[src/rtl/hdp_pkg.sv]
// Shared HDP link definitions: receiver state encoding and default panel geometry.
package hdp_pkg;

  typedef enum logic [1:0] {
    s_IDLE,
    s_LINE,
    s_BLANK,
    s_PORCH
  } hdpState_t;

  localparam int unsigned HDP_WORD_W         = 32;
  localparam int unsigned HDP_WORDS_PER_LINE = 40;
  localparam int unsigned HDP_BLANK_CLOCKS   = 4;
  localparam int unsigned HDP_LINES          = 1280;
  localparam int unsigned HDP_PORCH_CLOCKS   = 24;

  // Counter width able to hold 0..n-1, never narrower than one bit.
  function automatic int unsigned cntWidth(input int unsigned n);
    return (n < 2) ? 1 : $clog2(n);
  endfunction

endpackage

[src/rtl/hdp_frame_receiver.sv]
// Sink end of the HDP panel link: recovers word/line/frame position, emits
// accepted words with coordinates, a per-frame checksum and framing errors.
module hdp_frame_receiver
  import hdp_pkg::*;
#(
  parameter int unsigned WORDS_PER_LINE = HDP_WORDS_PER_LINE,
  parameter int unsigned BLANK_CLOCKS   = HDP_BLANK_CLOCKS,
  parameter int unsigned LINES          = HDP_LINES,
  parameter int unsigned PORCH_CLOCKS   = HDP_PORCH_CLOCKS
) (
  input  logic                  i_clock,
  input  logic                  i_reset,
  input  logic                  i_nReset,
  input  logic [HDP_WORD_W-1:0] i_lcdData,
  input  logic                  i_valid,
  input  logic                  i_update,
  output logic [HDP_WORD_W-1:0] o_wordData,
  output logic                  o_wordValid,
  output logic [5:0]            o_wordIndex,
  output logic [10:0]           o_lineIndex,
  output logic                  o_frameDone,
  output logic [HDP_WORD_W-1:0] o_frameChecksum,
  output logic [15:0]           o_frameCount,
  output logic                  o_lineError,
  output logic                  o_frameError,
  output logic                  o_active
);

  localparam int unsigned WW = cntWidth(WORDS_PER_LINE);
  localparam int unsigned LW = cntWidth(LINES);
  localparam int unsigned BW = cntWidth(BLANK_CLOCKS);
  localparam int unsigned PW = cntWidth(PORCH_CLOCKS);

  localparam logic [WW-1:0] WORD_LAST  = WW'(WORDS_PER_LINE - 1);
  localparam logic [LW-1:0] LINE_LAST  = LW'(LINES - 1);
  localparam logic [BW-1:0] BLANK_LAST = BW'(BLANK_CLOCKS - 1);
  localparam logic [PW-1:0] PORCH_LAST = PW'(PORCH_CLOCKS - 1);

  hdpState_t             state;
  logic                  r_updatePrev;
  logic                  start;
  logic [WW-1:0]         wordCnt;
  logic [LW-1:0]         lineCnt;
  logic [BW-1:0]         blankCnt;
  logic [PW-1:0]         porchCnt;
  logic [HDP_WORD_W-1:0] acc;

  always_comb begin
    start = i_update & ~r_updatePrev;
  end

  always_ff @(posedge i_clock) begin
    if (i_reset) begin
      state           <= s_IDLE;
      r_updatePrev    <= 1'b0;
      wordCnt         <= '0;
      lineCnt         <= '0;
      blankCnt        <= '0;
      porchCnt        <= '0;
      acc             <= '0;
      o_wordData      <= '0;
      o_wordValid     <= 1'b0;
      o_wordIndex     <= '0;
      o_lineIndex     <= '0;
      o_frameDone     <= 1'b0;
      o_frameChecksum <= '0;
      o_frameCount    <= '0;
      o_lineError     <= 1'b0;
      o_frameError    <= 1'b0;
      o_active        <= 1'b0;
    end else begin
      r_updatePrev <= i_update;
      o_wordValid  <= 1'b0;
      o_frameDone  <= 1'b0;
      o_lineError  <= 1'b0;
      o_frameError <= 1'b0;

      if (!i_nReset) begin
        o_frameError <= (state != s_IDLE);
        state        <= s_IDLE;
        o_active     <= 1'b0;
      end else if (start) begin
        // A start edge restarts the frame from any state; a word present
        // in the same cycle becomes word 0 of line 0.
        o_frameError <= (state != s_IDLE);
        o_active     <= 1'b1;
        state        <= s_LINE;
        wordCnt      <= '0;
        lineCnt      <= '0;
        blankCnt     <= '0;
        porchCnt     <= '0;
        acc          <= '0;
        if (i_valid) begin
          o_wordData  <= i_lcdData;
          o_wordValid <= 1'b1;
          o_wordIndex <= '0;
          o_lineIndex <= '0;
          acc         <= i_lcdData;
          if (WORD_LAST == '0) state <= s_BLANK;
          else                 wordCnt <= WW'(1);
        end
      end else begin
        unique case (state)
          s_IDLE: ;

          s_LINE: begin
            if (i_valid) begin
              o_wordData  <= i_lcdData;
              o_wordValid <= 1'b1;
              o_wordIndex <= 6'(wordCnt);
              o_lineIndex <= 11'(lineCnt);
              acc         <= acc + i_lcdData;
              if (wordCnt == WORD_LAST) begin
                wordCnt  <= '0;
                blankCnt <= '0;
                state    <= s_BLANK;
              end else begin
                wordCnt <= wordCnt + 1'b1;
              end
            end
          end

          s_BLANK: begin
            if (!i_valid) begin
              if (blankCnt == BLANK_LAST) begin
                blankCnt <= '0;
                if (lineCnt == LINE_LAST) begin
                  porchCnt <= '0;
                  state    <= s_PORCH;
                end else begin
                  lineCnt <= lineCnt + 1'b1;
                  state   <= s_LINE;
                end
              end else begin
                blankCnt <= blankCnt + 1'b1;
              end
            end else if (lineCnt == LINE_LAST) begin
              o_frameError <= 1'b1;
              o_active     <= 1'b0;
              state        <= s_IDLE;
            end else begin
              // Early word: resynchronise on it as word 0 of the next line.
              o_lineError <= 1'b1;
              o_wordData  <= i_lcdData;
              o_wordValid <= 1'b1;
              o_wordIndex <= '0;
              o_lineIndex <= 11'(lineCnt + 1'b1);
              acc         <= acc + i_lcdData;
              lineCnt     <= lineCnt + 1'b1;
              blankCnt    <= '0;
              if (WORD_LAST == '0) begin
                state <= s_BLANK;
              end else begin
                wordCnt <= WW'(1);
                state   <= s_LINE;
              end
            end
          end

          s_PORCH: begin
            if (i_valid) begin
              o_frameError <= 1'b1;
              o_active     <= 1'b0;
              state        <= s_IDLE;
            end else if (porchCnt == PORCH_LAST) begin
              o_frameDone     <= 1'b1;
              o_frameChecksum <= acc;
              o_frameCount    <= o_frameCount + 1'b1;
              o_active        <= 1'b0;
              state           <= s_IDLE;
            end else begin
              porchCnt <= porchCnt + 1'b1;
            end
          end

          default: begin
            o_active <= 1'b0;
            state    <= s_IDLE;
          end
        endcase
      end
    end
  end

endmodule
[config.mk]
export PLATFORM = sky130hd
export DESIGN_NAME = hdp_frame_receiver
export DESIGN_NICKNAME = d
export VERILOG_FILES = /design/src/rtl/hdp_pkg.sv /design/src/rtl/hdp_frame_receiver.sv
export SDC_FILE = /design/constraint.sdc
export NUM_CORES = 1
export LEC_CHECK = 0
export ABC_AREA = 1
export CAP_MARGIN = 10
export CELL_PAD_IN_SITES_DETAIL_PLACEMENT = 0
export CELL_PAD_IN_SITES_GLOBAL_PLACEMENT = 1
export CORE_ASPECT_RATIO = 0.5
export CORE_UTILIZATION = 35
export DETAILED_ROUTE_END_ITERATION = 10
export PLACE_DENSITY = 0.87
export SYNTH_ARGS = -nofsm -noshare
export SYNTH_HDL_FRONTEND = slang
export SYNTH_SLANG_ARGS = --single-unit
[constraint.sdc]
create_clock -name i_clock -period 1.66 [get_ports i_clock]
set_input_delay 0.166 -clock i_clock [delete_from_list [all_inputs] [get_ports i_clock]]
set_output_delay 0.166 -clock i_clock [all_outputs]
set_load 0.1 [all_outputs]
=== Word level (Yosys, flattened, before mapping) ===
Cells that the tools add are included.
Widths: inputs -> output; s select.

* Register bits after elaboration: 161
* Input bits: 37
* Word-level logic and storage cells: 153

* Add/sub/neg operators: 6
* Equal/unequal tests: 25
* Mux-type cells: 76
* Bitwise operators: 7
* Reductions and logical operators: 21

{| class="wikitable"
|+ Operators with widths
! kind !! count
|-
| $mux 32 || 9
|-
| $pmux 32 s2 || 2
|-
| $mux 11 || 10
|-
| $mux 6 || 10
|-
| $ne 3x3->1 const B || 11
|-
| $add 32x32->32 || 1
|-
| $mux 5 || 6
|-
| $mux 2 || 13
|-
| $reduce_and 5->1 || 5
|-
| $pmux 6 s2 || 2
|-
| $pmux 11 s2 || 1
|-
| $mux 1 || 17
|-
| $add 16x1->16 const B || 1
|-
| $ne 4x4->1 const B || 3
|-
| $reduce_bool 3->1 || 4
|-
| $add 11x1->11 const B || 1
|-
| $eq 11x11->1 const B || 1
|-
| $pmux 5 s2 || 1
|-
| $ne 2x2->1 const B || 4
|-
| $reduce_and 4->1 || 2
|-
| $reduce_and 7->1 || 1
|-
| $add 6x1->6 const B || 1
|-
| $eq 2x2->1 const B || 3
|-
| $eq 6x6->1 const B || 1
|-
| 17 further kinds || 25
|}

=== Depth between registers and ports, before layout ===
* Word-level depth: 6
* Gate-level depth with buffers: 13
* Gate-level depth less buffers: 13

=== Worst setup path after synthesis ===
No wires, ideal clock.

* Kind: flip-flop to flip-flop
* Start point: register o_frameCount[4]
* End point: register o_frameCount[14]
* Arrival: 2.191 ns
* Data required time: 1.593 ns
* Slack: -0.598 ns
* Stages on the path, launching flop included: 10
* Buffers on the path: 0
* Period minus slack after synthesis: 2.258 ns
* Path through: dfxtp_1 -> inv_1 -> nor2_1 -> nand3_1 -> inv_1 -> nand3_1 -> nor2_1 -> nand4_1 -> xor2_1 -> nor2_1

* Cells in the longest elaborated chain, start to end: 1

{| class="wikitable"
|+ Ends and longest elaborated chain
! item !! line !! text
|-
| start: declaration || hdp_frame_receiver.sv:23 || <nowiki>output logic [15:0] o_frameCount,</nowiki>
|-
| start signal: assignment || hdp_frame_receiver.sv:168 || <nowiki>o_frameCount <= o_frameCount + 1'b1;</nowiki>
|-
| $add 16x1->16 || hdp_frame_receiver.sv:168 ||
|}

Every way passes these cells.
A chain may end at the register's enable or synchronous reset.

=== Worst setup path in the final report ===
* Start point: register lineCnt[0]
* End point: register wordCnt[5]

* Cells in the longest elaborated chain, start to end: 3

{| class="wikitable"
|+ Ends and longest elaborated chain
! item !! line !! text
|-
| start: declaration || hdp_frame_receiver.sv:43 || <nowiki>logic [LW-1:0] lineCnt;</nowiki>
|-
| start signal: assignment || hdp_frame_receiver.sv:131 || <nowiki>lineCnt <= lineCnt + 1'b1;</nowiki>
|-
| start signal: assignment || hdp_frame_receiver.sv:149 || <nowiki>lineCnt <= lineCnt + 1'b1;</nowiki>
|-
| $eq 11x11->1 || hdp_frame_receiver.sv:137 || <nowiki>end else if (lineCnt == LINE_LAST) begin</nowiki>
|-
| $ne 3x3->1 (no line) || n/a ||
|-
| $reduce_and 5->1 (no line) || n/a ||
|-
| end signal: assignment || hdp_frame_receiver.sv:118 || <nowiki>wordCnt <= wordCnt + 1'b1;</nowiki>
|-
| end: declaration || hdp_frame_receiver.sv:42 || <nowiki>logic [WW-1:0] wordCnt;</nowiki>
|}

Every way passes these cells.

==> run_results.csv <==
group,metric,value,unit
run_status,outcome,"complete, but fails checks",
run_status,violations,"setup timing",
die,start_util,0.359,
die,die_area,28000,µm²
cts,cts_tree,"done",
worst_setup_path,r2r-end,"wordCnt[5]$_SDFFE_PP0P_",
routing,remaining_drc_errors,0,
logic_synthesis,syn_area_per_cell,6.61,µm²
die,core_area,26600,µm²
routing,wirelength,43800,µm
die,fp.dieH,119,µm
worst_setup_path,crit_family,"simple AND/OR/NAND/NOR gates",
global_route,overflow,0,
power,total_power,11500,µW
cells_and_area,diodes,0,
worst_setup_path,required,2000,ps
worst_setup_path,crit_chain,"ha_4, nand2_4, nor2_4, nand2_2, clkinv_4, nand3_4, buf_12, nand2_8, buf_6, buf_12, nor3_4, nand3_1, nand2_1, nor2_1",
logic_synthesis,synth.top_cell.area_share,0.337,
cts,path_clk_slew,80,ps
logic_synthesis,ys_ff_latch,161,
cells_and_area,area_growth,82.3,%
routing,drtAntennaViolNets,0,
worst_hold_path,hold_class,"input port to register",
routing,firstDrtPassIters,5,
run,drv_cap,0,
logic_synthesis,synth_ff_type,"dfxtp_1",
logic_synthesis,synth_fp_nets,1527,
power,power_density,657,nW/µm²
worst_setup_path,slowest_stage,"dfxtp_2",
sta,setup_violations,106,
cells_and_area,nFillCells,1889,
sta,worstMarginPinSlew,780,ps
cells_and_area,final_nets,1916,
sta,finClkSkew,14.3,ps
worst_setup_path,cpMostUsedCell,"buf_12",
cells_and_area,drive_above_1_share,0.474,
logic_synthesis,synthTopCellsByArea,"dfxtp_1 34%, nand2_1 14%, nor2_1 6.7%",
sta,period_share,1.16,
sta,setup_ws,-271,ps
cts,h-tree-depth,4,
place,io_buffers,138,
sta,drv_slew,0,
worst_setup_path,r2r_start,"lineCnt[0]$_SDFFE_PP0P_",
cts,clk_path_buf_depth,2,
logic_synthesis,ys_seq_area_frac,0.337,
logic_synthesis,synth_cells,1448,
worst_setup_path,cp-start-kind,"register",
place,gp_congestion,0.911,
logic_synthesis,synth_edf_count,0,
worst_hold_path,hold_path_startpoint,"i_lcdData[2]",
sta,final_hold_viol_count,0,
worst_hold_path,worstHoldEndpoint,"o_wordData[2]$_SDFFE_PP0P_",
worst_setup_path,crit_type,"register to register",
power,clkPwrFrac,0.336,
global_route,antenna_found_initial,0,
sta,rsz0062_at_grt,"yes",
sta,min_period,1930,ps
power,p_switching,4050,µW
worst_setup_path,r2r_slack,-270,ps
routing,vias,11920,
worst_setup_path,arrival,2270,ps
global_route,grt_pass1_vias,10718,
die,io-pin-count,139,
logic_synthesis,syn_area,9570,µm²
logic_synthesis,synth_most_common_cell,"nand2_1",
worst_setup_path,rr_worst_depth,14,
power,p_int,7400,µW
logic_synthesis,synth.top_cells.by_count,"356 x nand2_1, 171 x nor2_1, 161 x dfxtp_1, 161 x inv_1, 120 x a21oi_1",
cts,root_buffer,"clkbuf_16",
place,placed_cell_area,13700,µm²
power,combinationalPowerShare,0.305,
routing,routedWlPerCell,19.9,µm
sta,fmax,518,MHz
logic_synthesis,synth.largest_area_cell,"dfxtp_1",
worst_setup_path,crit_buf_inv,4,
logic_synthesis,synth_cell_types,52,
sta,maxSlewHeadroom,0.480,
power,max-vdd-ir-drop,0.801,mV
worst_setup_path,cp-end-kind,"register",
die,num_rows,42,
routing,drt_iter0_markers,1398,
power,p_leak,0.00739,µW
logic_synthesis,synthArstFlopShare,0,
cts,cts_hold_buf,0,
cts,clkLatencyLatePin,460,ps
worst_hold_path,hold-path-cell-count,3,
place,dpl.hpwl,24200,µm
worst_setup_path,slowest_delay,350,ps
cells_and_area,fin_util,0.655,
worst_setup_path,critical_path_peak_fanout,5,
power,swShare,0.354,
global_route,grt_max_degree,54,
cts,cts_sinks,161,
global_route,grt_usage,0.263,
die,chipWidth,236,µm
logic_synthesis,ys.warnings.count,0,
cts,cts-buffers-inserted,17,
global_route,grt_pass1_wl,58300,µm
sta,fin_hold_ws,131,ps
power,seq_power_share,0.359,
routing,viasPerCell,5.41,
cells_and_area,final_area,17400,µm²
how the worst max path moves through the flow:
stage | cells past startpoint | to | from | slack [ps]
CTS | 13 | acc[24]$_SDFFE_PP0P_ | acc[0]$_SDFFE_PP0P_ | -140
floorplan | 7 | o_frameCount[14]$_SDFFE_PP0P_ | o_frameCount[9]$_SDFFE_PP0P_ | -40
detailed placement | 12 | acc[13]$_SDFFE_PP0P_ | i_lcdData[2] | -630
finish | 14 | wordCnt[5]$_SDFFE_PP0P_ | lineCnt[0]$_SDFFE_PP0P_ | -270
global route | 13 | wordCnt[5]$_SDFFE_PP0P_ | state[0]$_SDFFE_PP0P_ | -350
global placement | 11 | acc[15]$_SDFFE_PP0P_ | i_lcdData[9] | -610
what timing repair did:
action | CTS | global route
gates resized for setup | 246 | 371
setup buffers | 39 | 21
pin swaps | 45 | 106
gates cloned | 14 | 9
setup endpoints to repair | 149 | 156
metal layers:
| layer | global-route usage | up-vias | wire, µm |
|---|---|---|---|
| li1 | - | 5515 | - |
| met1 | 0.348 | 5644 | 17600 |
| met2 | 0.445 | 589 | 21100 |
| met3 | 0.0362 | 172 | 3090 |
| met4 | 0.0821 | 0 | 2040 |
| met5 | 0 | - | 0 |
layout by cell type, fill, tap and decap left out, types with 30 or more instances in the layout:
cell | synthesis | final
a21oi_1 | 120 | 43
a21oi_2 | 49 | 96
a21oi_4 | 0 | 30
buf_12 | 0 | 109
buf_4 | 9 | 227
buf_6 | 1 | 32
clkdlybuf4s50_1 | 0 | 33
dfxtp_1 | 161 | 124
dfxtp_2 | 0 | 31
inv_1 | 161 | 151
nand2_1 | 356 | 271
nand2_2 | 6 | 66
nand3_1 | 88 | 54
nor2_1 | 171 | 131
o21ai_1 | 9 | 58
through the flow:
stage	instances	worst slack [ps]	setup TNS [ps]
after floorplan	1448	-43.3	-54.4
after global placement	2100	-606	-47750
after detailed placement	2100	-629	-47880
after CTS	2183	-141	-3060
after global routing	2202	-347	-24150
final	2202	-271	-16790
worst register-to-register path: stages, from the launching register on:
cell	delay (ps)
dfxtp_2	350
ha_4	170
nand2_4	80
nor2_4	40
nand2_2	110
clkinv_4	90
nand3_4	120
buf_12	120
nand2_8	80
buf_6	150
buf_12	120
nor3_4	110
nand3_1	110
nand2_1	110
nor2_1	60
state kept, by name (all words and copies together), names as in the netlist, 2 cells and up:
| register | count |
|---|---|
| acc | 32 |
| o_frameChecksum | 32 |
| o_wordData | 32 |
| o_frameCount | 16 |
| lineCnt | 11 |
| o_lineIndex | 11 |
| o_wordIndex | 6 |
| wordCnt | 6 |
| porchCnt | 5 |
| blankCnt | 2 |
| state | 2 |
area by class of cell:
class	instances	area, µm²	area share
multi-input cells	1060	7450	0.427
well taps	352	440	0.0253
flip-flops and latches	161	3280	0.188
repair buffers	423	5040	0.289
clock buffers	19	433	0.0248
clock inverters	13	104	0.00595
inverters	174	686	0.0393
cells by family after synthesis:
kind of cell,Yosys count,share of synthesized area
AND/OR/NAND/NOR,714,0.320
XOR/XNOR,9,0.00824
flip-flops,161,0.337
AO/OA/AOI/OAI,292,0.177
adder cells (fa/ha/maj),42,0.0557
buffers and inverters,230,0.102
power by group through the flow:
| stage | logic, µW | clock network (µW) | registers (µW) |
|---|---|---|---|
| after floorplan | 1130 | 0 | 4460 |
| after global placement | 2560 | 0 | 4150 |
| after detailed placement | 2580 | 0 | 4150 |
| after CTS | 3030 | 3810 | 4090 |
| after global routing | 3670 | 3990 | 4120 |
| final | 3490 | 3850 | 4110 |
No activity file was read; power rests on OpenSTA's default activity.
